### config.mk
export PLATFORM = sky130hd
export DESIGN_NAME = control_fifo_arb_flat
export DESIGN_NICKNAME = d
export VERILOG_FILES = /design/src/rtl/control_fifo_arb_pkg.sv /design/src/rtl/control_fifo_arb_if.sv /design/src/rtl/control_fifo_arb_rr_pick.sv /design/src/rtl/control_fifo_arb.sv /design/src/flat_wrapper.sv
export SDC_FILE = /design/constraint.sdc
export NUM_CORES = 1
export LEC_CHECK = 0
export ABC_AREA = 1
export CAP_MARGIN = 20
export CORE_MARGIN = 3
export CORE_UTILIZATION = 30
export DETAILED_ROUTE_END_ITERATION = 8
export DONT_BUFFER_PORTS = 1
export PLACE_DENSITY = 0.56
export SLEW_MARGIN = 20
export SYNTH_ARGS = -nofsm -noshare
export SYNTH_HDL_FRONTEND = slang
export SYNTH_HIERARCHICAL = 1
export SYNTH_SLANG_ARGS = --single-unit
### constraint.sdc
create_clock -name clk -period 1.95 [get_ports clk]
set_clock_uncertainty 0.1 [all_clocks]
set_input_delay 0.195 -clock clk [delete_from_list [all_inputs] [get_ports clk]]
set_output_delay 0.195 -clock clk [all_outputs]
set_load 0.02 [all_outputs]
### src/rtl/control_fifo_arb_pkg.sv
// Shared types and defaults for the byte-stream arbiter that feeds a 256-bit packing FIFO.
package control_fifo_arb_pkg;

  typedef enum logic {
    IDLE  = 1'b0,
    BURST = 1'b1
  } state_t;

  localparam int BURST_BYTES_DEF     = 32;
  localparam int START_MAX_LEVEL_DEF = 2016;
  localparam int LEVEL_W             = 11;

  // Index width that stays legal for a single-entry vector.
  function automatic int idx_w(input int n);
    return (n > 1) ? $clog2(n) : 1;
  endfunction

endpackage

### src/rtl/control_fifo_arb_if.sv
// Source-side and FIFO-side signals of the arbiter; master drives requests, slave is the arbiter.
interface control_fifo_arb_if
  import control_fifo_arb_pkg::*;
#(
  parameter int N_REQ = 4
) ();
  localparam int IW = idx_w(N_REQ);

  logic                 en;
  logic [N_REQ-1:0]     req;
  logic [8*N_REQ-1:0]   src_data;
  logic [N_REQ-1:0]     src_vld;
  logic [N_REQ-1:0]     src_rdy;
  logic [7:0]           dout;
  logic                 dout_vld;
  logic [LEVEL_W-1:0]   wr_water_level;
  logic                 almost_full;
  logic [IW-1:0]        grant_id;
  logic                 busy;
  logic                 burst_done;

  modport master (
    output en, req, src_data, src_vld, wr_water_level, almost_full,
    input  src_rdy, dout, dout_vld, grant_id, busy, burst_done
  );

  modport slave (
    input  en, req, src_data, src_vld, wr_water_level, almost_full,
    output src_rdy, dout, dout_vld, grant_id, busy, burst_done
  );

endinterface

### src/rtl/control_fifo_arb_rr_pick.sv
// Round-robin pick: first set request at or above rr_ptr, wrapping; one-hot and index out.
module control_fifo_arb_rr_pick #(
  parameter int N_REQ = 4,
  parameter int IW    = 2
) (
  input  logic [N_REQ-1:0] req,
  input  logic [IW-1:0]    rr_ptr,
  output logic [N_REQ-1:0] grant,
  output logic [IW-1:0]    idx
);

  logic [IW:0]   pos;
  logic [IW-1:0] pos_w;
  logic          found;

  always_comb begin
    grant = '0;
    idx   = '0;
    found = 1'b0;
    pos   = '0;
    pos_w = '0;
    for (int k = 0; k < N_REQ; k++) begin
      // One extra bit holds rr_ptr+k before folding back into range.
      pos = {1'b0, rr_ptr} + (IW+1)'(k);
      if (pos >= (IW+1)'(N_REQ)) pos = pos - (IW+1)'(N_REQ);
      pos_w = pos[IW-1:0];
      if (!found && req[pos_w]) begin
        found        = 1'b1;
        grant[pos_w] = 1'b1;
        idx          = pos_w;
      end
    end
  end

endmodule

### src/rtl/control_fifo_arb.sv
// Grants one byte source at a time for a whole 256-bit word, so FIFO words never mix sources.
module control_fifo_arb
  import control_fifo_arb_pkg::*;
#(
  parameter int N_REQ           = 4,
  parameter int BURST_BYTES     = BURST_BYTES_DEF,
  parameter int START_MAX_LEVEL = START_MAX_LEVEL_DEF
) (
  input  logic               clk,
  input  logic               rst_n,
  control_fifo_arb_if.slave  bus
);

  localparam int IW = idx_w(N_REQ);
  localparam int CW = $clog2(BURST_BYTES);
  localparam logic [CW-1:0]      LAST_CNT  = CW'(BURST_BYTES - 1);
  localparam logic [LEVEL_W-1:0] START_LVL = LEVEL_W'(START_MAX_LEVEL);
  localparam logic [IW-1:0]      TOP_ID    = IW'(N_REQ - 1);

  state_t           state;
  logic [IW-1:0]    rr_ptr;
  logic [IW-1:0]    grant_id;
  logic [N_REQ-1:0] grant_oh;
  logic [CW-1:0]    cnt;
  logic [7:0]       dout;
  logic             dout_vld;
  logic             busy;
  logic             burst_done;

  logic [N_REQ-1:0] pick_oh;
  logic [IW-1:0]    pick_idx;
  logic [N_REQ-1:0] rdy;
  logic [7:0]       src_byte;
  logic             start;
  logic             accept;

  control_fifo_arb_rr_pick #(
    .N_REQ (N_REQ),
    .IW    (IW)
  ) rr_pick (
    .req    (bus.req),
    .rr_ptr (rr_ptr),
    .grant  (pick_oh),
    .idx    (pick_idx)
  );

  assign start = bus.en && (|bus.req) && (bus.wr_water_level <= START_LVL) && !bus.almost_full;

  // almost_full must gate ready combinationally so no byte is taken into a full FIFO.
  assign rdy    = (state == BURST && !bus.almost_full) ? grant_oh : '0;
  assign accept = |(rdy & bus.src_vld);

  always_comb begin
    src_byte = '0;
    for (int i = 0; i < N_REQ; i++)
      if (grant_oh[i]) src_byte = src_byte | bus.src_data[8*i +: 8];
  end

  always_ff @(posedge clk) begin
    if (!rst_n) begin
      state      <= IDLE;
      rr_ptr     <= '0;
      cnt        <= '0;
      grant_id   <= '0;
      grant_oh   <= '0;
      dout       <= '0;
      dout_vld   <= 1'b0;
      busy       <= 1'b0;
      burst_done <= 1'b0;
    end else begin
      dout_vld   <= accept;
      burst_done <= accept && (cnt == LAST_CNT);
      if (accept) dout <= src_byte;
      case (state)
        IDLE: begin
          if (start) begin
            state    <= BURST;
            busy     <= 1'b1;
            grant_id <= pick_idx;
            grant_oh <= pick_oh;
            cnt      <= '0;
          end
        end
        BURST: begin
          // Only accepted bytes advance the burst; req/vld/en changes are ignored here.
          if (accept) begin
            if (cnt == LAST_CNT) begin
              state  <= IDLE;
              busy   <= 1'b0;
              cnt    <= '0;
              rr_ptr <= (grant_id == TOP_ID) ? '0 : grant_id + IW'(1);
            end else begin
              cnt <= cnt + CW'(1);
            end
          end
        end
        default: state <= IDLE;
      endcase
    end
  end

  assign bus.src_rdy    = rdy;
  assign bus.dout       = dout;
  assign bus.dout_vld   = dout_vld;
  assign bus.grant_id   = grant_id;
  assign bus.busy       = busy;
  assign bus.burst_done = burst_done;

  a_rdy_onehot: assert property (@(posedge clk) disable iff (!rst_n) $onehot0(rdy));
  a_no_wr_after_af: assert property (@(posedge clk) disable iff (!rst_n) bus.almost_full |=> !dout_vld);

endmodule

### src/flat_wrapper.sv
// flat-port wrapper written by rule: the top's interface ports become plain ports
module control_fifo_arb_flat import control_fifo_arb_pkg::*;
#(
  parameter int N_REQ           = 4,
  parameter int BURST_BYTES     = BURST_BYTES_DEF,
  parameter int START_MAX_LEVEL = START_MAX_LEVEL_DEF
)
  (clk, rst_n, bus_en, bus_req, bus_src_data, bus_src_vld, bus_wr_water_level, bus_almost_full, bus_src_rdy, bus_dout, bus_dout_vld, bus_grant_id, bus_busy, bus_burst_done);
  control_fifo_arb_if #(.N_REQ(N_REQ)) bus_i ();
  input  logic clk;
  input  logic rst_n;
  input wire logic [$bits(bus_i.en)-1:0] bus_en;
  input wire logic [$bits(bus_i.req)-1:0] bus_req;
  input wire logic [$bits(bus_i.src_data)-1:0] bus_src_data;
  input wire logic [$bits(bus_i.src_vld)-1:0] bus_src_vld;
  input wire logic [$bits(bus_i.wr_water_level)-1:0] bus_wr_water_level;
  input wire logic [$bits(bus_i.almost_full)-1:0] bus_almost_full;
  output wire logic [$bits(bus_i.src_rdy)-1:0] bus_src_rdy;
  output wire logic [$bits(bus_i.dout)-1:0] bus_dout;
  output wire logic [$bits(bus_i.dout_vld)-1:0] bus_dout_vld;
  output wire logic [$bits(bus_i.grant_id)-1:0] bus_grant_id;
  output wire logic [$bits(bus_i.busy)-1:0] bus_busy;
  output wire logic [$bits(bus_i.burst_done)-1:0] bus_burst_done;
  assign bus_i.en = bus_en;
  assign bus_i.req = bus_req;
  assign bus_i.src_data = bus_src_data;
  assign bus_i.src_vld = bus_src_vld;
  assign bus_i.wr_water_level = bus_wr_water_level;
  assign bus_i.almost_full = bus_almost_full;
  assign bus_src_rdy = bus_i.src_rdy;
  assign bus_dout = bus_i.dout;
  assign bus_dout_vld = bus_i.dout_vld;
  assign bus_grant_id = bus_i.grant_id;
  assign bus_busy = bus_i.busy;
  assign bus_burst_done = bus_i.burst_done;
  control_fifo_arb #(.N_REQ(N_REQ), .BURST_BYTES(BURST_BYTES), .START_MAX_LEVEL(START_MAX_LEVEL)) u_core (.clk(clk), .rst_n(rst_n), .bus(bus_i));
endmodule
==> flow_summary.ini, run 1 <==
[finish]
fill_cells = 625
final_core_util_pct = 34.35
antenna_cells = 0
final_cells = 359
mostFrequentLayoutCell = nand2_1
final_cell_mix = nand2_1 (72), nor2_1 (48), nand3_1 (33)
stdcell_area_mm2 = 0.001938
layout-drive-gt1-share_pct = 11.15
area_growth_pct = 8.095
layout.nets = 351

[detailed_routing]
drc_errors = 0
wl_per_cell_um = 12.81
route.final.wire_length_mm = 4.600
via_per_inst = 4.911
dr.pass1.iters = 4
via_count = 1763
antenna_violating_nets_post_route = 0
drt_first_iter_violations = 90

[timing]
setup_violations = 0
final_max_slew_viol_count = 0
final_hold_viol_count = 0
rsz0062_at_grt = no
max_freq_mhz = 578.4
tightest_slew_ps = 523.7
tns_ps = 0
finalCritPeriodShare_pct = 88.67
fin_crit_ps = 1729
slew_headroom_pct = 64.97

[floorplanning]
start_util_pct = 31.78
dieArea_mm2 = 0.006941
row_count = 27
coreArea_mm2 = 0.005642
io_pins = 72
die_x_um = 83.31
die_height_um = 83.31

[grt]
busiest_layer = met2
use_met3_pct = 4.167
gr-total-overflow = 0
grt_use_met2_pct = 22.01
met1_usage_pct = 16.36
antenna_found_initial = 0
grt_usage_pct = 13.02
grt_pass1_vias = 1635
grt_max_degree = 17
grt_pass1_wl_mm = 7.693

[logic_synthesis]
yosysSeqAreaShare_pct = 27.91
synthCells = 283
synth_edf_count = 0
synth-async-reset-ratio_pct = 0
synthFlopType = dfxtp_1
syn-num-nets = 346
ys_types = 28
ys.warnings.count = 6
synth_area_per_cell_um2 = 6.336
synth_seq_cells = 25
syn_area_mm2 = 0.001793

[power]
peakVddDrop_mv = 0.2595
powerDensity_mw_per_mm2 = 521.3
pwr-share-clk_pct = 29.8
report.power.total_w = 0.001010
leakagePower_nw = 0.8156
pwr-share-comb_pct = 15.8
power_switching_w = 0.0002812
p_int_w = 0.0007290
swShare_pct = 27.84
seq_power_share_pct = 54.4

[setup_path]
worst_path_most_repeated_cell = nor2_1
worst-path-max-fanout = 4
startpoint_type = flop
cp.required_ps = 2060
critPathTopFamily = simple AND/OR/NAND/NOR gates
end_kind = flop
crit_chain = inv_6 -> ha_1 -> inv_2 -> nand3_1 -> nand2_1 -> nand3_1 -> nor2_1 -> nor2_1 -> nor2_1 -> o21ai_0 -> nor2_1
arrival_ps = 1840
critical_path_class = reg -> reg
critPathBufInv = 2
slowest_stage = dfxtp_2
cp_slowest_stage_delay_ps = 370

[cts]
cts_made_buffers = 3
clockRootBuffer = clkbuf_8
clockBufferDepth = 2
clk_latency_ps = 260
h-tree-depth = 1
clk_pin_slew_worst_paths_ps = 80
cts_tree = built
clock-sinks = 25

[placed_design]
place_congestion = 0.8528
dp.cells = 354
portBuffers = 0
hpwl_mm = 3.586
placed_area_mm2 = 0.001882

[min_path]
hold_path.class = in -> reg

[outcome]
status = finished clean

[flow_run]
drv_cap = 0
[power by group through the flow]
| stage | Sequential (W) | Clock (W) | Combinational (W) |
|---|---|---|---|
| after floorplan | 0.000557 | 0 | 0.000127 |
| after global placement | 0.000562 | 0 | 0.000154 |
| after detailed placement | 0.000562 | 0 | 0.000155 |
| after CTS | 0.000550 | 0.000316 | 0.000162 |
| after global routing | 0.000553 | 0.000340 | 0.000184 |
| final | 0.000549 | 0.000301 | 0.000160 |
[synth_stat cells (2+ instances only)]
library cell / count / area share [%]
a21boi_0: 4 / 1.7
a21oi_1: 14 / 3.9
a21oi_2: 2 / 0.98
buf_6: 2 / 1.3
clkbuf_1: 5 / 1.0
dfxtp_1: 25 / 28
ha_1: 8 / 5.6
inv_1: 22 / 4.6
inv_2: 2 / 0.42
nand2_1: 72 / 15
nand2_2: 4 / 1.4
nand2_4: 4 / 2.5
nand3_1: 33 / 9.2
nand4_1: 11 / 3.8
nor2_1: 48 / 10
nor2_2: 2 / 0.70
o21ai_0: 13 / 3.6
o21ai_1: 2 / 0.56
[logic make-up (layout without fill, tap and decap cells)]
group	after synthesis	in the layout	share of synthesized area [%]
AO/OA/AOI/OAI	35	35	10.75
XOR/XNOR	1	1	0.4886
buffers and inverters	35	39	9.141
adder cells (fa/ha/maj)	8	8	5.583
flip-flops	25	25	27.91
AND/OR/NAND/NOR	179	179	46.13
[area by class of cell]
class	instances	area (µm²)	share of cell area, %
Multi-Input combinational cell	223	1129	58.23
Tap cell	72	90.09	4.648
Sequential cell	25	501.7	25.89
Timing Repair Buffer	9	70.07	3.615
Clock buffer	4	45.04	2.324
Inverter	26	102.6	5.294
[sequential cells by signal (all words and copies together) (netlist names)]
register,count
u_core/bus.burst_done,1
u_core/bus.busy,1
u_core/bus.dout,8
u_core/bus.dout_vld,1
u_core/bus.grant_id,2
u_core/cnt,5
u_core/grant_oh,4
u_core/rr_ptr,2
u_core/state,1
[metrics by stage]
step / setup WS [ps] / hold slack (ps)
2_1_floorplan: 91.40 / 230.7
3_3_place_gp: 176.0 / 223.5
3_5_place_dp: 145.6 / 223.0
4_1_cts: 129.2 / 57.44
5_1_grt: 30.40 / 75.57
6_report: 221.0 / 68.03
[layer usage]
metal	up-vias	share of wire, %
met1	782	47
met2	57	44
met4	0	0.17
met3	2	8.6
met5	-	0
li1	922	-
[final timing paths]
kind                            slack (ps)        startpoint  cells after the start                     end
worst min-delay path                    70             rst_n                      2           u_core/cnt[1]
worst min register to register         390     u_core/cnt[3]                      2           u_core/cnt[3]
worst max-delay path                   220  u_core/rr_ptr[0]                     11  u_core/bus.grant_id[0]
worst max register to register         220  u_core/rr_ptr[0]                     11  u_core/bus.grant_id[0]
[timing repair]
action                                 4_1_cts  5_1_grt
setup endpoints to repair                    0        6
setup buffers                                0        0
resized for setup                            0        2
hold buffers                                 1        0
endpoints found under the hold margin       16        0
Note: power is estimated with default switching activity, not from simulation.
==> run 2: changes to the inputs <==
Settings changed: SYNTH_HIERARCHICAL 1 to unset.
==> run 2 against run 1 <==
  * Sequential cell count did not move
  * Critical path depth rose by 1
  * Clock power grew 8.3%
  * Largest power group unchanged
  * Design area fell by 2.1%
  * Sequential power up 1%
  * Global-route usage fell by 0.44 points
  * Sequential share of layout area increased by 0.48 points
==> flow_summary.ini, run 2 <==
[logic_synthesis]
synthCells = 263
synth.area.top_cells = dfxtp_1 (29%), nand2_1 (16%), nand3_1 (11%)
post-synth-top-count-cell = nand2_1
ys_types = 28
ys.warnings.count = 0
yosysSeqAreaShare_pct = 28.76
yosys-top-cells-count = nand2_1 (76), nand3_1 (37), nor2_1 (30)
yosysTopAreaCellShare_pct = 28.76
synth_edf_count = 0
syn_area_mm2 = 0.001740
synth_area_leader_cell = dfxtp_1
synth_area_per_cell_um2 = 6.618
synth_seq_cells = 25
syn-num-nets = 326
synthFlopType = dfxtp_1
synth-async-reset-ratio_pct = 0

[floorplanning]
io_pins = 72
row_count = 27
dieArea_mm2 = 0.006751
die_x_um = 82.17
start_util_pct = 31.22
die_height_um = 82.17
coreArea_mm2 = 0.005574

[grt]
grt_usage_pct = 12.58
use_met3_pct = 2.169
grt_use_met2_pct = 18.66
grt_pass1_wl_mm = 6.624
busiest_layer = met1
gr-total-overflow = 0
met1_usage_pct = 18.67
grt_max_degree = 19
grt_pass1_vias = 1425
antenna_found_initial = 0

[setup_path]
critical_path_class = reg -> reg
startpoint_type = flop
worst-path-max-fanout = 6
end_kind = flop
cp.required_ps = 2030
reg2reg_to = u_core.grant_oh[0]
rrSetupSlack_ps = 160
arrival_ps = 1870
r2r-start = u_core.rr_ptr[0]
endpoint = u_core.grant_oh[0]
ff2ff_path_depth = 12
crit_path_start = u_core.rr_ptr[0]

[finish]
layout-drive-gt1-share_pct = 14.23
largest_reg_flops = 8
final_core_util_pct = 34.05
stdcell_area_mm2 = 0.001898
mostFrequentLayoutCell = nand2_1
largest_register = u_core.bus.dout
final_cell_mix = nand2_1 (75), nand3_1 (37), nor2_1 (30)
layout.nets = 331
reg_top3 = u_core.bus.dout: 8 flops, u_core.cnt: 5 flops, u_core.grant_oh: 4 flops
antenna_cells = 0
area_growth_pct = 9.058

[placed_design]
place_congestion = 0.8621
pre_cts_ws_ps = 168.9
placed_area_mm2 = 0.001837
hpwl_mm = 3.357
portBuffers = 0

[cts]
cts_tree = built
cts_made_buffers = 3
clk_pin_slew_worst_paths_ps = 100
h-tree-depth = 1
clock-sinks = 25
clk_latency_ps = 270
clockBufferDepth = 2
clockRootBuffer = clkbuf_8

[detailed_routing]
route.final.wire_length_mm = 4.394
dr.pass1.iters = 4
wl_per_cell_um = 12.96
drc_errors = 0
drt_first_iter_violations = 108
via_per_inst = 4.938
via_count = 1674
antenna_violating_nets_post_route = 0

[timing]
tightest_slew_ps = 492.6
fin_crit_ps = 1791
final_max_slew_viol_count = 0
max_freq_mhz = 558.3
slew_headroom_pct = 67.12
final_hold_viol_count = 0
tns_ps = 0
layout_setup_ws_ps = 158.8
setup_violations = 0
rsz0062_at_grt = no
finalCritPeriodShare_pct = 91.86

[power]
peakVddDrop_mv = 0.3255
powerDensity_mw_per_mm2 = 550.5
leakagePower_nw = 0.8163

[min_path]
hold_path.class = in -> reg
worstHoldStart = bus_src_data[18]

[outcome]
status = finished clean

[flow_run]
drv_cap = 0
-- run 2: cell types whose count changed in the layout (fill, tap and decap cells not counted), moves of 4 or more --
cell and change:
nor2_1 -18, a221oi_1 +8, nand4_1 -11, a21boi_0 -4
nand3_1 +4, inv_1 -8
-- run 2: logic make-up (layout without fill, tap and decap cells) --
kind of cell               count (synthesis)  after routing  share of synthesized area [%]
AOI/OAI and AO/OA                         41             41                          15.24
adders and majority gates                  8              8                          5.751
buffers and inverters                     28             32                          7.691
DFF                                       25             25                          28.76
and+or+nand+nor                          161            161                          42.56
-- run 2: how the worst min path moves through the flow --
| stage | slack, ps | cells after the start | end |
|---|---|---|---|
| after floorplan | 230 | 2 | u_core.bus.dout[2] |
| after global placement | 240 | 2 | u_core.bus.busy |
| after detailed placement | 240 | 2 | u_core.bus.dout[1] |
| after CTS | 30 | 2 | u_core.bus.dout[5] |
| after global routing | 30 | 2 | u_core.bus.dout[2] |
| final | 30 | 2 | u_core.bus.dout[2] |
-- run 2: metrics by stage --
step           hold slack (ps)  std cells  power (W)
2_1_floorplan            233.4        263  0.0006918
3_3_place_gp             237.2        334  0.0007260
3_5_place_dp             240.8        334  0.0007260
4_1_cts                  29.28        339   0.001053
5_1_grt                  26.03        339   0.001094
6_report                 28.61        339   0.001045
-- run 2: area by class of cell --
cell class / count / area, µm²
inverters: 19 / 80.08
well taps: 72 / 90.09
fillers: 606 / 3676
flip-flops and latches: 25 / 500.5
clock buffers: 3 / 41.29
multi-input cells: 210 / 1109
clock inverters: 1 / 7.507
repair buffers: 9 / 70.07
-- run 2: what timing repair did --
action,4_1_cts,5_1_grt
gates resized for setup,0,1
buffers inserted,0,0
hold endpoints to repair,13,0
endpoints found under the setup margin,0,2
hold buffers,1,0
-- run 2: worst max-delay path, cell delays in order, from the launching register on --
cell and delay (ps):
dfxtp_1 360, inv_2 40, ha_1 360, inv_1 130, nand3_1 100, nand2_2 120
nor2_8 50, nand2_2 90, clkinv_2 80, nand2_1 60, nand2_1 50, nor2_1 100
nor2_1 50
-- run 2: routing by layer --
layer | wire (µm) | share of wire (%) | vias to the layer above
li1 | - | - | 885
met1 | 2186 | 50 | 730
met2 | 1908 | 43 | 55
met3 | 260 | 5.9 | 4
met4 | 38 | 0.86 | 0
met5 | 0 | 0 | -
-- run 2: report_power, final --
part / switching (W) / internal, W / total [W]
Clock: 0.000181 / 0.000145 / 0.000326
Combinational: 0.000103 / 0.0000600 / 0.000163
Sequential: 0.0000278 / 0.000527 / 0.000555
Total: 0.000312 / 0.000733 / 0.00104
